<file path="src/rtl/dmem_arbiter.sv">
// dmem_arbiter: shares one data-memory port between the CPU (priority) and a debug/DMA requester,
// with starvation protection for B and a response timeout that aborts with bus_err_o.
module dmem_arbiter #(
  parameter int STARVE_MAX     = 4,
  parameter int TIMEOUT_CYCLES = 64
) (
  input  logic        clk_i,
  input  logic        rst_i,
  input  logic        a_req_i,
  input  logic        a_we_i,
  input  logic [31:0] a_addr_i,
  input  logic [31:0] a_data_i,
  output logic        a_stall_o,
  output logic        a_done_o,
  output logic [31:0] a_data_o,
  input  logic        b_req_i,
  input  logic        b_we_i,
  input  logic [31:0] b_addr_i,
  input  logic [31:0] b_data_i,
  output logic        b_ack_o,
  output logic [31:0] b_data_o,
  output logic        m_req_o,
  output logic        m_we_o,
  output logic [31:0] m_addr_o,
  output logic [31:0] m_data_o,
  input  logic        m_ack_i,
  input  logic [31:0] m_data_i,
  output logic        bus_err_o
);
  typedef enum logic [1:0] {IDLE, GNT_A, GNT_B} state_t;
  localparam logic [3:0] SMAX = 4'(STARVE_MAX);
  localparam logic [7:0] TMAX = 8'(TIMEOUT_CYCLES - 1);
  state_t      state;
  logic [3:0]  starve_cnt;
  logic [7:0]  tmo_cnt;
  logic        a_win, tmo, fin;
  logic [31:0] rdata;
  assign a_win     = a_req_i && !(b_req_i && starve_cnt == SMAX);
  assign tmo       = tmo_cnt == TMAX;
  assign fin       = m_ack_i || tmo;
  // an ack coinciding with the timeout wins, so the timeout only zeroes data when no ack is present
  assign rdata     = m_ack_i ? m_data_i : 32'h0;
  assign a_stall_o = a_req_i & ~a_done_o;
  always_ff @(posedge clk_i or negedge rst_i) begin
    if (!rst_i) begin
      state      <= IDLE;
      starve_cnt <= '0;
      tmo_cnt    <= '0;
      m_req_o    <= 1'b0;
      m_we_o     <= 1'b0;
      m_addr_o   <= '0;
      m_data_o   <= '0;
      a_done_o   <= 1'b0;
      a_data_o   <= '0;
      b_ack_o    <= 1'b0;
      b_data_o   <= '0;
      bus_err_o  <= 1'b0;
    end else begin
      a_done_o  <= 1'b0;
      b_ack_o   <= 1'b0;
      bus_err_o <= 1'b0;
      if (state == IDLE) begin
        tmo_cnt <= '0;
        if (a_win) begin
          state    <= GNT_A;
          m_req_o  <= 1'b1;
          m_we_o   <= a_we_i;
          m_addr_o <= a_addr_i;
          m_data_o <= a_data_i;
          if (b_req_i && starve_cnt != SMAX) starve_cnt <= starve_cnt + 4'd1;
        end else if (b_req_i) begin
          state      <= GNT_B;
          m_req_o    <= 1'b1;
          m_we_o     <= b_we_i;
          m_addr_o   <= b_addr_i;
          m_data_o   <= b_data_i;
          starve_cnt <= '0;
        end
      end else if (fin) begin
        state     <= IDLE;
        m_req_o   <= 1'b0;
        bus_err_o <= !m_ack_i;
        if (state == GNT_A) begin
          a_done_o <= 1'b1;
          a_data_o <= rdata;
        end else begin
          b_ack_o  <= 1'b1;
          b_data_o <= rdata;
        end
      end else begin
        tmo_cnt <= tmo_cnt + 8'd1;
      end
    end
  end
endmodule

</file>
<file path="config.mk">
export PLATFORM = sky130hd
export DESIGN_NAME = dmem_arbiter
export DESIGN_NICKNAME = d
export VERILOG_FILES = /design/src/rtl/dmem_arbiter.sv
export SDC_FILE = /design/constraint.sdc
export NUM_CORES = 1
export LEC_CHECK = 0
export ABC_CLOCK_PERIOD_IN_PS = 1800
export BUFFER_PORTS_ARGS = -buffer_cell sky130_fd_sc_hd__buf_4
export CAP_MARGIN = 15
export CORE_AREA = 10 10 148 123
export DETAILED_ROUTE_END_ITERATION = 10
export DIE_AREA = 0 0 158 133
export PLACE_DENSITY = 0.83
export SYNTH_ARGS = -nofsm -noshare
export SYNTH_HDL_FRONTEND = slang
export SYNTH_SLANG_ARGS = --single-unit
</file>
<file path="constraint.sdc">
create_clock -name clk_i -period 1.8 [get_ports clk_i]
set_input_delay 0.09 -clock clk_i [delete_from_list [all_inputs] [get_ports clk_i]]
set_output_delay 0.09 -clock clk_i [all_outputs]
set_load 0.01 [all_outputs]
</file>
==> results.toml <==
[logic_synthesis]
post_synth_most_frequent_cells = "sky130_fd_sc_hd__dfrtp_1 (147), sky130_fd_sc_hd__o21ai_0 (88), sky130_fd_sc_hd__a21oi_1 (69), sky130_fd_sc_hd__nand3_1 (66), sky130_fd_sc_hd__clkbuf_1 (50)"
synth_flop_cell = "sky130_fd_sc_hd__dfrtp_1"
synth_top_family_by_area = "compound AO/OA/AOI/OAI gates"
synth_area_leader_cell = "sky130_fd_sc_hd__dfrtp_1"
synth_xor_xnor_area_share = 0
ys_warn_count = 0
synth_simple_gate_area_frac = 0.0803
yosysMostFrequentCell = "sky130_fd_sc_hd__dfrtp_1"
syn_area_sq_um = 7320
muxShareOfSynthArea = 0.00410
syn_inst = 728
number_of_enable_type_register_cells_in_the_synthesized_netlist = 0
synth_top_cell_area_share = 0.503
post_synth_fa_ha_maj_area_fraction = 0.00513
ys_seq_area_frac = 0.503
yosys_register_bits = 147
postSynthNetCount = 898
synth.lib_cells_used.distinct = 48
synth_compound_area_frac = 0.334
ys_async_sr_fraction = 1.00
netlist_top_cells_area = "sky130_fd_sc_hd__dfrtp_1 (50%), sky130_fd_sc_hd__o21ai_0 (6.0%), sky130_fd_sc_hd__a31oi_2 (5.1%), sky130_fd_sc_hd__a21oi_1 (4.7%), sky130_fd_sc_hd__nand3_1 (4.5%)"
postSynthAreaPerCell_sq_um = 10.1

[drt]
detailed_router_s_first_iteration_violation_count = 792
routed_wirelength_um = 32000
drt_pre_antenna_iters = 5
routed-via-count = 8419
vias_per_cell = 6.23
detail_route.drc_violations = 0
wl_per_cell_um = 23.7
antenna_left = 0

[floorplan]
dieHeight_um = 133
core-area_sq_um = 15300
initial_utilization = 0.477
chipWidth_um = 158
top_level_ports = 301
core.rowCount = 41
fp.dieArea_sq_um = 21000

[setup_path]
timing.critical_path.slowest_cell_delay_ps = 390
crit-reg2reg-launch = "starve_cnt[0]"
critical-path-top-delay-family = "buffers and inverters"
ff2ff_path_depth = 7
endpoint_kind = "flop"
worst_ep_arrival_time_ps = 2100
critical_path.n_buffers_inverters = 3
worst-path-max-fanout = 32
critical_path.startpoint_type = "flop"
rrSetupSlack_ps = 30
timing.rr.end = "m_addr_o[10]"
max_stage_delay_cell_worst_path = "sky130_fd_sc_hd__dfrtp_1"
cp.required_ps = 2130
critical_path_class = "flop to flop"
crit_chain = "inv_1 > ha_1 > nand4b_1 > buf_4 > buf_6 > nand3_1 > a31oi_2"

[timing]
worstMarginPinSlew_ps = 705
layout_worst_path_cycle_share = 0.984
report.final.slew_viol_count = 0
setup_violations = 0
layout_min_cycle_time_ps = 1770
skew_ps = 14.5
fmax_ghz = 0.565
report.final.hold_viol_count = 0
worst_rel_slew_slack = 0.530

[clock_network]
clkSinkCount = 147
numCtsBuffers = 17
cts.reportedPaths.clkPinSlew_ps = 60
insertion_delay_ps = 420
clk_path_buf_depth = 2
tritoncts = "done"
clockRootBuffer = "sky130_fd_sc_hd__clkbuf_16"
cts-htree-levels = 4

[power_and_ir_drop]
power.density_nw_per_um2 = 1520
clock_power_share = 0.202
comb_power_share = 0.466
p_int_uw = 11100
p_sw_frac = 0.384
irDropWorstVdd_uv = 984
sequential_share_of_power = 0.331
power_leakage_uw = 0.00543
total_switching_power_uw = 6950

[grt]
grt_usage = 0.294
via_count_of_the_first_global_routing_pass = 8846
grt_pass1_wl_um = 49300
grt_overflow_total = 0
grt_antenna_before_repair = 5
grt_start_max_net_pins = 66

[min_path]
hold_depth = 3
worstHoldPathType = "primary input to flop"
timing.hold.worst.start = "b_addr_i[5]"
timing.hold.worst_endpoint = "m_addr_o[5]"

[layout]
drive_above_1_share = 0.352
fin_util = 0.775
fillCellCount = 910
instances_no_fill = 1352
signed_area_change_from_the_synthesized_netlist_to_the_final_layout_pct = 62.3
design.final.nets = 1311

[job]
drv_cap = 0

[placement]
gp_congestion = 0.905
hpwl_um = 17800
port_buffers = 300
place.detailed.instances = 1169

[outcome]
run_status = "finished clean"
==> timing repair <==
action                     CTS  global route
setup endpoints to repair    0             5
hold buffers               141             1
hold endpoints to repair   265             1
gates resized for setup      0             4
setup buffers                0             2
==> per-layer routing <==
layer / track usage / part of all wire / up-vias
met2: 0.478 / 0.49 / 598
met4: 0.193 / 0.068 / 2
li1: - / - / 3588
met5: 0 / 0.00038 / -
met1: 0.319 / 0.35 / 4045
met3: 0.0988 / 0.094 / 186
==> power by group through the flow <==
stage	sequential [uW]	clock [uW]	combinational, uW
global route	6150	3810	9040
CTS	5880	3660	8120
global placement	5830	0	7670
floorplan	6420	0	3450
finish	6000	3660	8440
detailed placement	5890	0	7860
==> registers in the layout, indices dropped and copies added (netlist names) <==
register	count
starve_cnt	4
b_data_o	32
m_addr_o	32
b_ack_o	1
bus_err_o	1
tmo_cnt	8
a_data_o	32
a_done_o	1
state	2
m_we_o	1
m_req_o	1
m_data_o	32
==> layout by cell type, fill, tap and decap left out, types with 4 or more instances in the layout <==
cell                              n
sky130_fd_sc_hd__a31oi_1         36
sky130_fd_sc_hd__o21ai_1         13
sky130_fd_sc_hd__a21oi_1         69
sky130_fd_sc_hd__nand2_1         13
sky130_fd_sc_hd__clkbuf_16       18
sky130_fd_sc_hd__o21ai_0         87
sky130_fd_sc_hd__a31oi_2         30
sky130_fd_sc_hd__clkinv_2         5
sky130_fd_sc_hd__buf_4          319
sky130_fd_sc_hd__dfrtp_1        147
sky130_fd_sc_hd__o211a_1         32
sky130_fd_sc_hd__nand3_1         66
sky130_fd_sc_hd__diode_2          6
sky130_fd_sc_hd__a221o_1         32
sky130_fd_sc_hd__a22oi_1         32
sky130_fd_sc_hd__inv_1           37
sky130_fd_sc_hd__dlygate4sd3_1  142
sky130_fd_sc_hd__nor2_1           4
sky130_fd_sc_hd__buf_12          10
sky130_fd_sc_hd__nand4_1          4
sky130_fd_sc_hd__nand2b_1         4
==> per-stage QoR <==
| stage | TNS, ps | hold WS, ps | power, uW | worst slack, ps | area [sq um] |
|---|---|---|---|---|---|
| floorplan | 0 | -206 | 9870 | 219 | 7320 |
| global placement | 0 | 11.7 | 13500 | 173 | 9790 |
| detailed placement | 0 | 10.8 | 13700 | 134 | 9790 |
| CTS | 0 | 0.171 | 17700 | 119 | 11800 |
| global route | -12.4 | -12.6 | 19000 | -12.4 | 11900 |
| finish | 0 | 4.14 | 18100 | 29.4 | 11900 |
==> how the worst max path moves through the flow <==
stage                   from      endpoint  slack [ps]  cells after the start
2_1_floorplan  starve_cnt[0]  m_addr_o[22]         220                      7
3_3_place_gp   starve_cnt[0]   m_data_o[2]         170                      6
6_report       starve_cnt[0]  m_addr_o[10]          30                      7
5_1_grt        starve_cnt[0]  m_addr_o[10]         -10                      7
4_1_cts        starve_cnt[0]   m_addr_o[2]         120                      6
3_5_place_dp      tmo_cnt[0]   b_data_o[6]         130                      5
==> tightest hold or removal path, cell delays in order <==
cell,delay [ps]
sky130_fd_sc_hd__buf_4,110
sky130_fd_sc_hd__o21ai_2,70
sky130_fd_sc_hd__a31oi_2,100
==> logic make-up (layout without fill, tap and decap cells) <==
kind of cell               count (synthesis)  in the layout
AOI/OAI and AO/OA                        345            345
adders and majority gates                  3              3
buffers and inverters                    121            546
DFF                                      147            147
muxes                                      3              3
other                                      0              6
and+or+nand+nor                          109            109
==> cell type report <==
cell class | count | area [sq um] | area share
Timing Repair Buffer | 475 | 4080 | 0.343
Sequential cell | 147 | 3680 | 0.310
Multi-Input combinational cell | 460 | 3120 | 0.263
Clock buffer | 21 | 470 | 0.0396
Tap cell | 193 | 241 | 0.0203
Inverter | 40 | 150 | 0.0126
Clock inverter | 10 | 131 | 0.0111
Antenna cell | 6 | 15.0 | 0.00126
(Power assumes the default switching activity.)
